File: src/rtl/operand_fetch_seq.sv
// operand_fetch_seq: MSP430 operand-fetch sequencer; decodes As/Ad, fetches extension words and memory
// operands through a handshake, and hands both operands plus the destination address to execute.
module operand_fetch_seq #(
  parameter int ADDR_W      = 16,
  parameter bit USE_CG      = 1,
  parameter int ACK_TIMEOUT = 15
) (
  input  logic              clk,
  input  logic              rst,
  input  logic              start,
  input  logic              flush,
  input  logic [1:0]        as,
  input  logic              ad,
  input  logic [3:0]        src_reg,
  input  logic [3:0]        dst_reg,
  input  logic              byte_op,
  input  logic              dst_rd_en,
  input  logic [15:0]       rsrc,
  input  logic [15:0]       rdst,
  input  logic [ADDR_W-1:0] pc_in,
  input  logic [15:0]       mdb,
  input  logic              mem_ack,
  output logic [ADDR_W-1:0] mab,
  output logic              mem_rd,
  output logic              pc_inc,
  output logic              ai_wr,
  output logic [3:0]        ai_reg,
  output logic [15:0]       ai_data,
  output logic [15:0]       op_src,
  output logic [15:0]       op_dst,
  output logic [ADDR_W-1:0] dst_addr,
  output logic              ops_valid,
  input  logic              ops_taken,
  output logic              busy,
  output logic              err
);
  typedef enum logic [2:0] {IDLE, S_EXT, S_RD, D_EXT, D_RD, VALID} state_t;
  state_t state, nxt;
  logic [1:0]        as_q;
  logic              ad_q, byte_q, rd_q;
  logic [3:0]        src_q, dst_q;
  logic [15:0]       x_q;
  logic [7:0]        wcnt;
  logic              mem_st, tmo, cg_in, imm, go;
  logic [15:0]       cg_val;
  logic [ADDR_W-1:0] s_addr, d_addr;

  function automatic logic [15:0] bsel(input logic [15:0] d, input logic odd, input logic b);
    return b ? {8'h00, odd ? d[15:8] : d[7:0]} : d;
  endfunction

  assign cg_in  = USE_CG && (src_reg == 4'd3 || (src_reg == 4'd2 && as[1]));
  assign cg_val = src_reg == 4'd2 ? (as[0] ? 16'd8 : 16'd4) : (as == 2'd3 ? 16'hFFFF : {14'd0, as});
  assign mem_st = state inside {S_EXT, S_RD, D_EXT, D_RD};
  assign tmo    = mem_st && !mem_ack && wcnt == 8'(ACK_TIMEOUT - 1);
  assign imm    = src_q == 4'd0 && as_q == 2'd3;
  assign go     = mem_ack && !flush;
  // R2 in indexed mode means absolute addressing: the base register contributes nothing
  assign s_addr = imm ? pc_in
                : as_q == 2'd1 ? ((USE_CG && src_q == 4'd2) ? ADDR_W'(x_q) : ADDR_W'(x_q) + ADDR_W'(rsrc))
                : ADDR_W'(rsrc);
  assign d_addr = dst_q == 4'd2 ? ADDR_W'(mdb) : ADDR_W'(mdb) + ADDR_W'(rdst);

  always_ff @(posedge clk or negedge rst)
    if (!rst) state <= IDLE;
    else state <= nxt;

  always_comb begin
    nxt = state;
    case (state)
      IDLE:  nxt = !start ? IDLE : (as == 2'd1 && !cg_in) ? S_EXT : (as != 2'd0 && !cg_in) ? S_RD : ad ? D_EXT : VALID;
      S_EXT: nxt = mem_ack ? S_RD : tmo ? IDLE : S_EXT;
      S_RD:  nxt = mem_ack ? (ad_q ? D_EXT : VALID) : tmo ? IDLE : S_RD;
      D_EXT: nxt = mem_ack ? (rd_q ? D_RD : VALID) : tmo ? IDLE : D_EXT;
      D_RD:  nxt = mem_ack ? VALID : tmo ? IDLE : D_RD;
      VALID: nxt = ops_taken ? IDLE : VALID;
      default: nxt = IDLE;
    endcase
    if (flush) nxt = IDLE;
  end

  always_comb begin
    mem_rd    = mem_st;
    mab       = (state == S_EXT || state == D_EXT) ? pc_in : state == S_RD ? s_addr : state == D_RD ? dst_addr : '0;
    pc_inc    = go && (state == S_EXT || state == D_EXT || (state == S_RD && imm));
    ai_wr     = go && state == S_RD && as_q == 2'd3 && !imm;
    ai_reg    = ai_wr ? src_q : 4'd0;
    ai_data   = ai_wr ? rsrc + ((byte_q && src_q != 4'd1) ? 16'd1 : 16'd2) : 16'd0;
    ops_valid = state == VALID;
    busy      = state != IDLE;
    err       = tmo && !flush;
  end

  always_ff @(posedge clk or negedge rst)
    if (!rst) begin
      as_q <= '0; ad_q <= 1'b0; byte_q <= 1'b0; rd_q <= 1'b0; src_q <= '0; dst_q <= '0;
      x_q <= '0; wcnt <= '0; op_src <= '0; op_dst <= '0; dst_addr <= '0;
    end else begin
      wcnt <= (mem_st && nxt == state) ? wcnt + 8'd1 : 8'd0;
      if (!flush) begin
        if (state == IDLE && start) begin
          as_q <= as; ad_q <= ad; src_q <= src_reg; dst_q <= dst_reg; byte_q <= byte_op; rd_q <= dst_rd_en;
          if (cg_in) op_src <= cg_val;
          else if (as == 2'd0) op_src <= bsel(rsrc, 1'b0, byte_op);
          if (!ad) begin
            op_dst   <= bsel(rdst, 1'b0, byte_op);
            dst_addr <= '0;
          end
        end
        if (state == S_EXT && mem_ack) x_q <= mdb;
        if (state == S_RD && mem_ack) op_src <= bsel(mdb, mab[0], byte_q);
        if (state == D_EXT && mem_ack) begin
          dst_addr <= d_addr;
          op_dst   <= '0;
        end
        if (state == D_RD && mem_ack) op_dst <= bsel(mdb, dst_addr[0], byte_q);
      end
    end
endmodule

File: config.mk
export PLATFORM = sky130hd
export DESIGN_NAME = operand_fetch_seq
export DESIGN_NICKNAME = d
export VERILOG_FILES = /design/src/rtl/operand_fetch_seq.sv
export SDC_FILE = /design/constraint.sdc
export NUM_CORES = 1
export LEC_CHECK = 0
export CORE_UTILIZATION = 45
export DETAILED_ROUTE_END_ITERATION = 16
export PLACE_DENSITY_LB_ADDON = 0.12
export SETUP_SLACK_MARGIN = 0.02
export SYNTH_ARGS = -nofsm -noshare
export SYNTH_HDL_FRONTEND = slang
export SYNTH_SLANG_ARGS = --single-unit
File: constraint.sdc
create_clock -name clk -period 3.9 [get_ports clk]
set_input_delay 0.975 -clock clk [delete_from_list [all_inputs] [get_ports clk]]
set_output_delay 0.975 -clock clk [all_outputs]
set_load 0.01 [all_outputs]
* Word-level counts from Yosys, hierarchy flattened
Cells that the tools add are included.
** Word-level totals
- Bits of input ports :: 83
- Word-level logic and storage cells :: 125
- Register bits after elaboration :: 88
- Output and inout port bits :: 90
** Cells by class
- Multiplexer cells :: 48
- $add $sub $neg :: 4
- Bitwise gates (word level) :: 1
- Equal/unequal tests :: 18
- Reduce and logical (&&, ||, !) cells :: 42
** Operators by type and width (count)
- $mux 16 :: 25
- $mux 3 :: 11
- $add 16x16->16 :: 2
- $mux 8 :: 3
- $logic_and 1x1->1 :: 20
- $pmux 3 s6 :: 1
- $add 16x2->16 :: 1
- $eq 4x2->1 const B :: 4
- $reduce_and 3->1 :: 3
- $reduce_bool 3->1 :: 3
- $add 8x1->8 const B :: 1
- $eq 8x4->1 const B :: 1
- $mux 2 :: 4
- $mux 4 :: 2
- $eq 3x2->1 const B :: 2
- $eq 3x3->1 const B :: 2
- $reduce_bool 2->1 :: 3
- $eq 2x1->1 const B :: 2
- $eq 2x2->1 const B :: 2
- $logic_not 1->1 :: 4
- $logic_not 4->1 :: 1
- $ne 4x1->1 const B :: 1
- $reduce_and 2->1 :: 2
- $reduce_bool 4->1 :: 1
- other kinds (9) :: 12

* Longest topological paths before layout
- Depth in word-level cells :: 13
- Depth in mapped cells :: 12

* Worst setup path after synthesis
OpenSTA, ideal clock, no wires.
- Path type :: input-to-output
- Start point :: in rsrc[0]
- End point :: out mab[10]
- Buffers on the path :: 0
- Path slack :: 0.033 ns
- Arrival time :: 2.892 ns
- Stages on the path :: 10
- Cells stage by stage :: ha_1 > inv_1 > fa_1 > nor2b_1 > o21a_1 > o21ai_0 > a311oi_1 > o22ai_1 > xor2_1 > o211ai_1
** On the way
- Cells in the longest elaborated chain, start to end :: 6
** RTL lines
- start: declaration :: line 18 : input logic [15:0] rsrc,
- $add 16x16->16 :: line 60 : : as_q == 2'd1 ? ((USE_CG && src_q == 4'd2) ? ADDR_W'(x_q) : ADDR_W'(x_q) + ADDR_W'(rsrc))
- $mux 16 (2 in a row) :: line 60
- $mux 16 :: line 59 : assign s_addr = imm ? pc_in
- $mux 16 (2 in a row) :: line 84 : mab = (state == S_EXT || state == D_EXT) ? pc_in : state == S_RD ? s_addr : state == D_RD ? dst_addr : '0;
- end: declaration :: line 23 : output logic [ADDR_W-1:0] mab,
No other way between the ends.

* Final worst setup path
- Start point :: in rsrc[1]
- End point :: out mab[5]
The elaborated chain is that of the path after synthesis.

==> results.json <==
{
  "postPlaceCellArea_um2": 9625,
  "hpwl_um": 20400,
  "max_freq_mhz": 256.0,
  "cts_buffers": 9,
  "grt_use_total_pct": 33.88,
  "instances_no_fill": 1270,
  "synth_edf_count": 0,
  "grt_pass1_wl_um": 41190,
  "drv_slew": 0,
  "wl_per_cell_um": 21.09,
  "core_area_um2": 15150,
  "via_count": 7710,
  "dieArea_um2": 15960,
  "p_leak_uw": 0.004619,
  "grt_util_met3_pct": 7.001,
  "routed_wl_um": 26790,
  "use_met2_pct": 53.75,
  "synth_top_family_by_area": "compound AO/OA/AOI/OAI gates",
  "post-route-min-period_ns": 3.906,
  "fp.dieW_um": 126.3,
  "pin_count": 173,
  "cts_root_buf": "clkbuf_16",
  "rsz0062_at_grt": "yes",
  "synthMuxAreaShare_pct": 5.936,
  "antenna_found_initial": 0,
  "skew_ns": 0.006575,
  "violations": "negative setup slack",
  "gp_congestion": 0.9485,
  "postRouteAntennaNets": 0,
  "p_sw_share_pct": 40.42,
  "yosys.area_share.adder_pct": 6.980,
  "ys.flop_type": "dfrtp_1",
  "setup_viol": 2,
  "synth.area.top_cells": "dfrtp_1 (32%), ha_1 (6.1%), a21oi_1 (6.0%), nand2_1 (4.4%), o21ai_0 (4.2%)",
  "cts_hold_buf": 0,
  "fin_ws_ns": -0.005868,
  "port_buffers": 172,
  "design_area_um2": 10230,
  "fin_nets": 1197,
  "drv_cap": 0,
  "syn_area_um2": 6955,
  "crit_path_start_kind": "input pin",
  "area_growth_pct": 47.04,
  "status": "finished, violations left",
  "period_share_pct": 100.2,
  "p_sw_uw": 2304,
  "die_height_um": 126.3,
  "seq_power_share_pct": 26.9,
  "fp-row-count": 45,
  "critPathRequiredTime_ns": 2.92,
  "maxSlewHeadroom_pct": 42.76,
  "syn-num-nets": 933,
  "firstDrtPassIters": 6,
  "cts_sinks": 88,
  "power_density_nw_per_um2": 557.4,
  "arrival_ns": 2.93,
  "final_common_cell": "clkdlybuf4s50_1",
  "grt_pass1_vias": 7371,
  "clkPwrFrac_pct": 16.3,
  "synthDominantAreaCellType": "dfrtp_1",
  "busiest_layer": "met2",
  "p_comb_share_pct": 56.8,
  "drive_gt1_share_pct": 23.94,
  "hp-class": "reg2reg",
  "synth_compound_area_share_pct": 27.63,
  "ir_worst_vdd_mv": 0.3494,
  "drt_iter0_drc": 731,
  "async_reset_ff_share_pct": 100.0,
  "grtUsageMet1_pct": 44.33,
  "yosysSeqAreaShare_pct": 31.66,
  "syn-instance-count": 813,
  "path_class": "in2out",
  "p_int_uw": 3397,
  "place_inst": 1247,
  "antenna_cells": 0,
  "ctsHtreeMaxLevel": 3,
  "drc_errors": 0,
  "worstMarginPinSlew_ns": 0.8586,
  "ys_ff_latch": 88,
  "overflow": 0,
  "synth.avg_cell_area_um2": 8.555,
  "cp-end-kind": "output port",
  "setup-tns-final_ns": -0.007359,
  "layout_common_cells": "clkdlybuf4s50_1 (127), buf_4 (119), dfrtp_1 (88), nand2_1 (82), a21oi_1 (78)",
  "synthXorXnorAreaFrac_pct": 5.037,
  "grt_max_degree": 33,
  "hold_viol": 0,
  "synthSimpleGateAreaFrac_pct": 19.09,
  "cp_max_fo": 4,
  "yosysWarnings": 0,
  "initial_core_util_pct": 45.92,
  "synth_top_area_share_pct": 31.66,
  "cts.path.max_buffers": 2,
  "drt-vias-per-instance": 6.071,
  "path_clk_slew_ns": 0.07,
  "cts_tree": "built",
  "clock_latency_ns": 0.36,
  "synth_cell_types": 78
}
[flip-flops by register name, indices dropped and copies added, names as in the netlist]
name	flops
ad_q	1
state	3
x_q	16
op_src	16
rd_q	1
as_q	2
src_q	4
op_dst	16
dst_q	4
byte_q	1
wcnt	8
dst_addr	16
[cell type report]
class | instances | area (um2)
Clock buffer | 9 | 225.2
Clock inverter | 7 | 88.84
Fill cell | 1299 | 4918
Inverter | 26 | 97.59
Multi-Input combinational cell | 660 | 4828
Sequential cell | 88 | 2202
Tap cell | 188 | 235.2
Timing Repair Buffer | 292 | 2550
[critical path, cell delays in order]
cell,delay [ns]
buf_4,0.14
ha_4,0.23
a21o_1,0.18
a21o_1,0.19
a21o_1,0.23
buf_4,0.15
a21oi_2,0.13
xor2_1,0.07
o211a_1,0.22
o31ai_2,0.22
buf_2,0.18
[kinds of logic (layout without fill, tap and decap cells)]
logic type               Yosys count  count (layout)
AO/OA/AOI/OAI                    289             289
XOR/XNOR                          40              40
adder cells (fa/ha/maj)           37              37
flip-flops                        88              88
AND/OR/NAND/NOR                  256             256
multiplexers                      38              38
buffers and inverters             65             334
[final timing paths]
check / from / slack, ns / end / depth (start not counted)
max: rsrc[1] / -0.006 / mab[5] / 11
min: op_dst[14]$_DFFE_PN0P_ / 0.48 / op_dst[14]$_DFFE_PN0P_ / 2
max reg2reg: state[1]$_DFF_PN0_ / 1.10 / op_dst[13]$_DFFE_PN0P_ / 7
min reg2reg: op_dst[14]$_DFFE_PN0P_ / 0.48 / op_dst[14]$_DFFE_PN0P_ / 2
max in group asynchronous: rst / 2.59 / x_q[10]$_DFFE_PN0P_ / 2
min in group asynchronous: rst / 0.53 / src_q[3]$_DFFE_PN0P_ / 1
[routing by layer]
metal  up-vias  routed length (um)
li1       3566                   -
met1      3695               11450
met2       379               12150
met3        70                2083
met4         0                1100
met5         -                   0
[stage by stage]
stage	hold slack, ns	util (%)	worst slack (ns)	power, uW
floorplan	0.4716	-	0.03332	3017
global placement	0.4602	63.55	-1.092	4424
detailed placement	0.4703	63.55	-1.114	4452
CTS	0.4868	66.96	0.006470	5588
global route	0.5239	67.53	-0.1147	6033
finish	0.4799	67.53	-0.005868	5701
[synth_stat cells (all sizes together) (15+ instances only)]
master   n
nor2    60
ha      34
o21ai   60
xor2    22
a21o    18
a22oi   15
mux2    26
nand3   23
a22o    15
dfrtp   88
nand2   83
inv     25
clkbuf  26
a21oi   87
xnor2   18
[power by group through the flow]
stage	clock network [uW]	registers, uW	logic [uW]
floorplan	0	1520	1490
global route	972	1570	3490
finish	931	1530	3240
detailed placement	0	1510	2950
CTS	939	1520	3130
global placement	0	1500	2920
[what timing repair did]
action	in CTS	in global routing
setup buffers	2	6
gates resized for setup	139	45
gates cloned	0	0
pin swaps	29	21
endpoints found under the setup margin	30	28
(Power assumes the default switching activity.)
